$ cat src/rtl/sig_pkg.sv
// Shared types for the sig_gen/sig_rcv serial link receiver.
package sig_pkg;

  // Reason a received frame was rejected.
  typedef enum logic [1:0] {
    ERR_NONE   = 2'd0,
    ERR_SHORT  = 2'd1,
    ERR_LONG   = 2'd2,
    ERR_GLITCH = 2'd3
  } err_code_t;

  // Receiver sequencing states.
  typedef enum logic [1:0] {
    IDLE  = 2'd0,
    RECV  = 2'd1,
    CHECK = 2'd2
  } rx_state_t;

endpackage

$ cat src/rtl/sig_rcv.sv
// Serial frame receiver: deserializes MSB-first frames where every bit is held
// CYCLES_PER_BIT clocks, validates length and per-bit stability, and reports
// either a one-cycle word-valid pulse or a one-cycle error pulse.
module sig_rcv
  import sig_pkg::*;
#(
  parameter int unsigned MESSAGE_WIDTH  = 8,
  parameter int unsigned CYCLES_PER_BIT = 2
) (
  input  logic                     clk_in,
  input  logic                     rst_in,
  input  logic                     data_in,
  input  logic                     valid_in,
  output logic [MESSAGE_WIDTH-1:0] msg_out,
  output logic                     msg_valid_out,
  output logic                     err_out,
  output logic [1:0]               err_code_out,
  output logic                     busy_out
);

  localparam int unsigned CW = (CYCLES_PER_BIT > 1) ? $clog2(CYCLES_PER_BIT) : 1;
  localparam int unsigned BW = (MESSAGE_WIDTH > 1) ? $clog2(MESSAGE_WIDTH) : 1;
  localparam logic [CW-1:0] CYC_LAST = CW'(CYCLES_PER_BIT - 1);
  localparam logic [BW-1:0] BIT_LAST = BW'(MESSAGE_WIDTH - 1);

  rx_state_t                state_q, state_d;
  logic                     valid_prev_q;
  logic                     ref_bit_q;
  logic                     glitch_q;
  logic [CW-1:0]            cyc_q;
  logic [BW-1:0]            bit_q;
  logic [MESSAGE_WIDTH-1:0] shreg_q;

  logic start_c;
  logic cyc_last_c;
  logic bit_last_c;

  assign start_c    = valid_in && !valid_prev_q;
  assign cyc_last_c = (cyc_q == CYC_LAST);
  assign bit_last_c = (bit_q == BIT_LAST);
  assign busy_out   = (state_q != IDLE);

  // Next-state selection; errors and completion always return to IDLE.
  always_comb begin
    state_d = state_q;
    case (state_q)
      IDLE:    if (start_c) state_d = RECV;
      RECV: begin
        if (!valid_in)                      state_d = IDLE;
        else if (cyc_last_c && bit_last_c)  state_d = CHECK;
      end
      CHECK:   state_d = IDLE;
      default: state_d = IDLE;
    endcase
  end

  // Edge detect, bit timing, shift register, stability check and result pulses.
  always_ff @(posedge clk_in) begin
    if (rst_in) begin
      state_q       <= IDLE;
      valid_prev_q  <= 1'b1;  // ignore a frame already in flight at reset
      ref_bit_q     <= 1'b0;
      glitch_q      <= 1'b0;
      cyc_q         <= '0;
      bit_q         <= '0;
      shreg_q       <= '0;
      msg_out       <= '0;
      msg_valid_out <= 1'b0;
      err_out       <= 1'b0;
      err_code_out  <= ERR_NONE;
    end else begin
      state_q       <= state_d;
      valid_prev_q  <= valid_in;
      msg_valid_out <= 1'b0;
      err_out       <= 1'b0;
      case (state_q)
        IDLE: begin
          if (start_c) begin
            ref_bit_q <= data_in;
            cyc_q     <= CW'(1);
            bit_q     <= '0;
            glitch_q  <= 1'b0;
          end
        end
        RECV: begin
          if (!valid_in) begin
            err_out      <= 1'b1;
            err_code_out <= ERR_SHORT;
          end else begin
            if (cyc_q == '0)             ref_bit_q <= data_in;
            else if (data_in != ref_bit_q) glitch_q <= 1'b1;
            if (cyc_last_c) begin
              shreg_q <= MESSAGE_WIDTH'({shreg_q, data_in});
              cyc_q   <= '0;
              if (!bit_last_c) bit_q <= bit_q + BW'(1);
            end else begin
              cyc_q <= cyc_q + CW'(1);
            end
          end
        end
        CHECK: begin
          if (valid_in) begin
            err_out      <= 1'b1;
            err_code_out <= ERR_LONG;
          end else if (glitch_q) begin
            err_out      <= 1'b1;
            err_code_out <= ERR_GLITCH;
          end else begin
            msg_out       <= shreg_q;
            msg_valid_out <= 1'b1;
          end
        end
        default: ;
      endcase
    end
  end

endmodule
$ cat config.mk
export PLATFORM = sky130hd
export DESIGN_NAME = sig_rcv
export DESIGN_NICKNAME = d
export VERILOG_FILES = /design/src/rtl/sig_pkg.sv /design/src/rtl/sig_rcv.sv
export SDC_FILE = /design/constraint.sdc
export NUM_CORES = 1
export LEC_CHECK = 0
export BUFFER_PORTS_ARGS = -buffer_cell sky130_fd_sc_hd__buf_2
export CORE_AREA = 10 10 67 69
export DETAILED_ROUTE_END_ITERATION = 16
export DIE_AREA = 0 0 77 79
export GPL_ROUTABILITY_DRIVEN = 0
export SLEW_MARGIN = 30
export SYNTH_ARGS = -nofsm -noshare
export SYNTH_HDL_FRONTEND = slang
export SYNTH_SLANG_ARGS = --single-unit
$ cat constraint.sdc
create_clock -name clk_in -period 2.4 [get_ports clk_in]
set_input_delay 0.24 -clock clk_in [delete_from_list [all_inputs] [get_ports clk_in]]
set_output_delay 0.24 -clock clk_in [all_outputs]
set_load 0.05 [all_outputs]
; Word-level counts from Yosys, hierarchy flattened
; Index checks and enable logic that the tools add are counted.
[totals]
elab_cells = 76
latchBits = 0
in_bits = 4
romBits = 0
out_inout_bits = 13
reg_bits = 29
ram_bits = 0
mem_count = 0
[classes]
n_shift = 0
n_mul = 0
magnitude_cmp = 0
n_div = 0
n_mux = 31
eq_ne = 13
add_sub_neg = 2
n_reduce_logical = 16
n_bitwise = 3
[op_table]
columns = operator, n
row1 = $mux 1, 14
row2 = $ne 2x2->1 const B, 7
row3 = $mux 2, 6
row4 = $mux 3, 4
row5 = $reduce_and 3->1, 4
row6 = $reduce_and 5->1, 2
row7 = $pmux 1 s2, 4
row8 = $pmux 2 s2, 2
row9 = $ne 3x3->1 const B, 2
row10 = $pmux 3 s2, 1
row11 = $reduce_bool 2->1, 3
row12 = $reduce_and 4->1, 1
row13 = $add 3x1->3 const B, 1
row14 = $eq 3x3->1 const B, 1
row15 = $not 1->1, 3
row16 = $reduce_or 3->1, 1
row17 = $eq 2x1->1 const B, 1
row18 = $eq 2x2->1 const B, 1
row19 = $logic_and 1x1->1, 2
row20 = $logic_not 2->1, 1
row21 = $reduce_and 2->1, 1
row22 = $add 1x1->1 const B, 1
row23 = $logic_not 1->1, 1
row24 = $ne 1x1->1, 1

; Depth between registers and ports, before layout
[logic_depth]
depth_word = 5
mapped_depth = 6
ltp_nobuf = 6

; Least setup slack after synthesis
; No wires, ideal clock.
[synth_timing]
kind = register to register
from = register state_q[0]
to = register bit_q[0]
path_stages_with_launch = 7
path_slack_ps = 724
synth_period_minus_slack_ps = 1676
n_path_buf = 0
arrival_time_ps = 1602
path_cell_list = dfxtp_1 inv_1 ha_1 nand2_1 o2111ai_4 or4b_1 a31oi_1
[synth_via]
elab_chain_len = 3
[synth_lines]
columns = item, line_no
row1 = start: declaration, sig_rcv.sv:26  ; rx_state_t state_q, state_d;
row2 = start signal: assignment, sig_rcv.sv:72  ; state_q <= state_d;
row3 = $eq 2x1->1 or $logic_not 2->1 (tied branches), sig_rcv.sv:76  ; case (state_q)
row4 = $ne 2x2->1 (no line) or $reduce_bool 2->1 (tied branches), -
row5 = $reduce_and 5->1 (no line), -
row6 = end signal: assignment, sig_rcv.sv:95  ; if (!bit_last_c) bit_q <= bit_q + BW'(1);
row7 = end: declaration, sig_rcv.sv:31  ; logic [BW-1:0] bit_q;
; Several ways; a longest one is shown, not always the timed one.
; A chain may end at the register's enable or synchronous reset.

; Final worst setup path
; Ends and elaborated chain as after synthesis.

==> run summary <==
- run status: completed
- number of cells upsized or downsized after cts: 0
- path type of the worst setup path: reg -> reg
- clock root buffer master: clkbuf_4
- number of design-rule violations left by the first detailed-router iteration: 47
- clk sink count: 29
- cts hold-fix bufs: 0
- switching fraction of total power: 0.3224
- DP Wirelength: 1.768 mm
- unrepaired setup endpoints after global routing: false
- Die Span X: 77 um
- maximum clock insertion buffer count: 2
- number of different library cells in the post-synthesis netlist: 31
- most used flip-flop cell after synthesis: dfxtp_1
- average wire per cell in the routed design: 12.49 um
- final setup vio count: 0
- row cnt: 21
- most repeated cell in the gate-level netlist after synthesis: dfxtp_1
- kind of start point of the critical path: flip-flop
- fraction of final layout cells sized beyond drive strength 1: 0.1987
- average footprint of a synthesized cell: 9.558 um2
- dominant cells by area after synthesis: dfxtp_1 (46%), mux2i_1 (14%), ha_1 (5.9%)
- number of DRC violations after detailed routing: 0
- most frequent cells after synthesis: dfxtp_1 (29), nor2_1 (19), mux2i_1 (18), inv_1 (8), nand2_1 (8)
- Worst Max-Slew Pin Slew: 0.4829 ns
- capturing element type of the critical path: flip-flop
- Critical Path Fanout Max: 8
- asr flop ratio synth: 0
- worst ir drop on vdd: 246.8 uV
- portion of total power attributed to combinational logic: 0.208
- met1 layer usage reported by global route: 0.09732
- GR peak layer: met2
- Post-Syn Instances: 133
- leakage power figure: 0.6391 nW
- reported max-cap violation count: 0
- vias in the first global route: 1021
- top-level I/O count: 17
- number of synthesized flops with an enable pin: 0
- insertion delay to the later sink of the worst-skew pair: 0.33 ns
- GRT Total Usage: 0.08799
- final antenna diode count: 0
- initial antenna violation count: 0
- First-pass DRT Iterations: 4
- total gr overflow: 0
- crit share post-route: 0.7713
- Die Height: 79 um
- TritonCTS clock tree: built
- fraction of the yosys area taken by sequential cells: 0.4567
- post-synthesis cell type with the largest combined area: dfxtp_1
- routed wire length: 2.461 mm
- hold crit path type: in -> reg
- global-route wire length before repair: 4.416 mm
- core region area: 3232 um2
- number of buffers created by CTS: 5
- share of power burned in the clock network: 0.278
- min setup slack post-route: 0.5490 ns
- worst setup slack after placement: 0.5935 ns
- number of routed nets with antenna violations: 0
- Final Slew Violations: 0
- Synthesized Nets: 143
- total number of nets in the final design: 160
- port buffer count: 16
- worst setup skew after layout: 0.009551 ns
- via count: 950
- Required @ worst endpoint: 2.66 ns
- H-tree levels: 2
- endpoint arrival time on the critical path: 2.11 ns
- power dissipated by switching net loads: 0.0003221 W
- DIE AREA: 6083 um2
- clock-pin transition on the worst setup and hold timing paths: 0.09 ns
- M3 GR Usage: 0.04167
- maximum number of pins on one net before global-route repair: 27
- routed via count divided by cell count: 4.822
- number of synthesized register bits: 29
- number of synthesis warnings: 0
- min cycle time layout: 1.851 ns
- maximum achievable frequency: 0.5402 GHz
- cell internal power dissipation: 0.0006772 W
- area fraction of the dominant cell type after synthesis: 0.4567
- worst max-slew margin expressed relative to the limit: 0.6781
- final hold viol count: 0
- fraction of power consumed by sequential logic: 0.514
- postcts setup bufs: 0
- Cell Area, Synth: 1271 um2
- relative area change from synthesis to final layout: 12.99%
- power density normalized to cell area: 695.7 nW/um2
- setup_tns: 0 ns
- global routing usage on met2: 0.1476
- initial core utilization: 0.3933
## sequential cells by signal, summed over array words and instances, names as in the netlist
register and flops:
bit_q 3, err_code_out 2, msg_out 8, glitch_q 1, err_out 1, valid_prev_q 1
msg_valid_out 1, state_q 2, shreg_q 8, ref_bit_q 1, cyc_last_c 1
## stage by stage
stage	std cells	hold slack, ns	power [W]	utilization	instance area (um2)
2_1_floorplan	133	0.3788	0.0006922	-	1271
3_3_place_gp	189	0.4597	0.0007280	0.4286	1385
3_5_place_dp	189	0.4763	0.0007314	0.4286	1385
4_1_cts	197	0.1912	0.001013	0.4444	1436
5_1_grt	197	0.1828	0.001063	0.4444	1436
6_report	197	0.1964	0.0009993	0.4444	1436
## kinds of logic (layout without fill, tap and decap cells)
logic type      Yosys count  count (layout)  synth area share
compound gates           22              22            0.1260
fa+ha+maj                 6               6           0.05905
flops                    29              29            0.4567
simple gates             42              42            0.1614
mux                      18              18            0.1417
buf+inv                  15              33           0.04823
xor+xnor                  1               1          0.006891
## final timing paths
path              startpoint    endpoint  slack, ns  cells after the start
setup / recovery  state_q[0]    bit_q[0]       0.55                      6
hold reg to reg    ref_bit_q   ref_bit_q       0.49                      2
hold / removal       data_in  shreg_q[0]       0.20                      3
setup reg to reg  state_q[0]    bit_q[0]       0.55                      6
## cell type report
cell class / instances / area (um2)
clock buffers: 6 / 41.29
clock inverters: 2 / 10.01
fillers: 337 / 1795
inverters: 8 / 30.03
multi-input cells: 89 / 629.4
flip-flops and latches: 29 / 580.6
well taps: 46 / 57.56
repair buffers: 17 / 87.58
## cells in the final DEF (no fill, tap or decap), drive strengths merged, types with 2 or more instances in the layout
cell type	synthesis	final
dfxtp	29	29
nor2	19	19
mux2i	18	18
buf	4	17
inv	8	8
nand2	8	8
a21oi	6	6
ha	6	6
clkbuf	3	6
o21ai	5	5
a31oi	3	3
and2	2	2
or3	2	2
nand2b	2	2
nor3	2	2
clkinv	0	2
nand3	2	2
## metal layers
layer | routed length (um) | vias to the layer above
met4 | 36 | 0
met1 | 1129 | 437
met5 | 0 | -
li1 | - | 491
met2 | 1208 | 17
met3 | 86 | 5
## power by group through the flow
stage | Sequential (W) | Clock [W] | Combinational [W]
3_5_place_dp | 0.000525 | 0 | 0.000207
3_3_place_gp | 0.000524 | 0 | 0.000204
4_1_cts | 0.000514 | 0.000289 | 0.000211
5_1_grt | 0.000517 | 0.000315 | 0.000231
2_1_floorplan | 0.000534 | 0 | 0.000158
6_report | 0.000514 | 0.000278 | 0.000207
## critical path, stage by stage (launching register included)
cell	delay [ns]
dfxtp_1	0.38
inv_1	0.08
ha_1	0.31
nand2_1	0.18
o2111ai_4	0.18
or4b_1	0.50
a31oi_1	0.16
(Power assumes the default switching activity.)
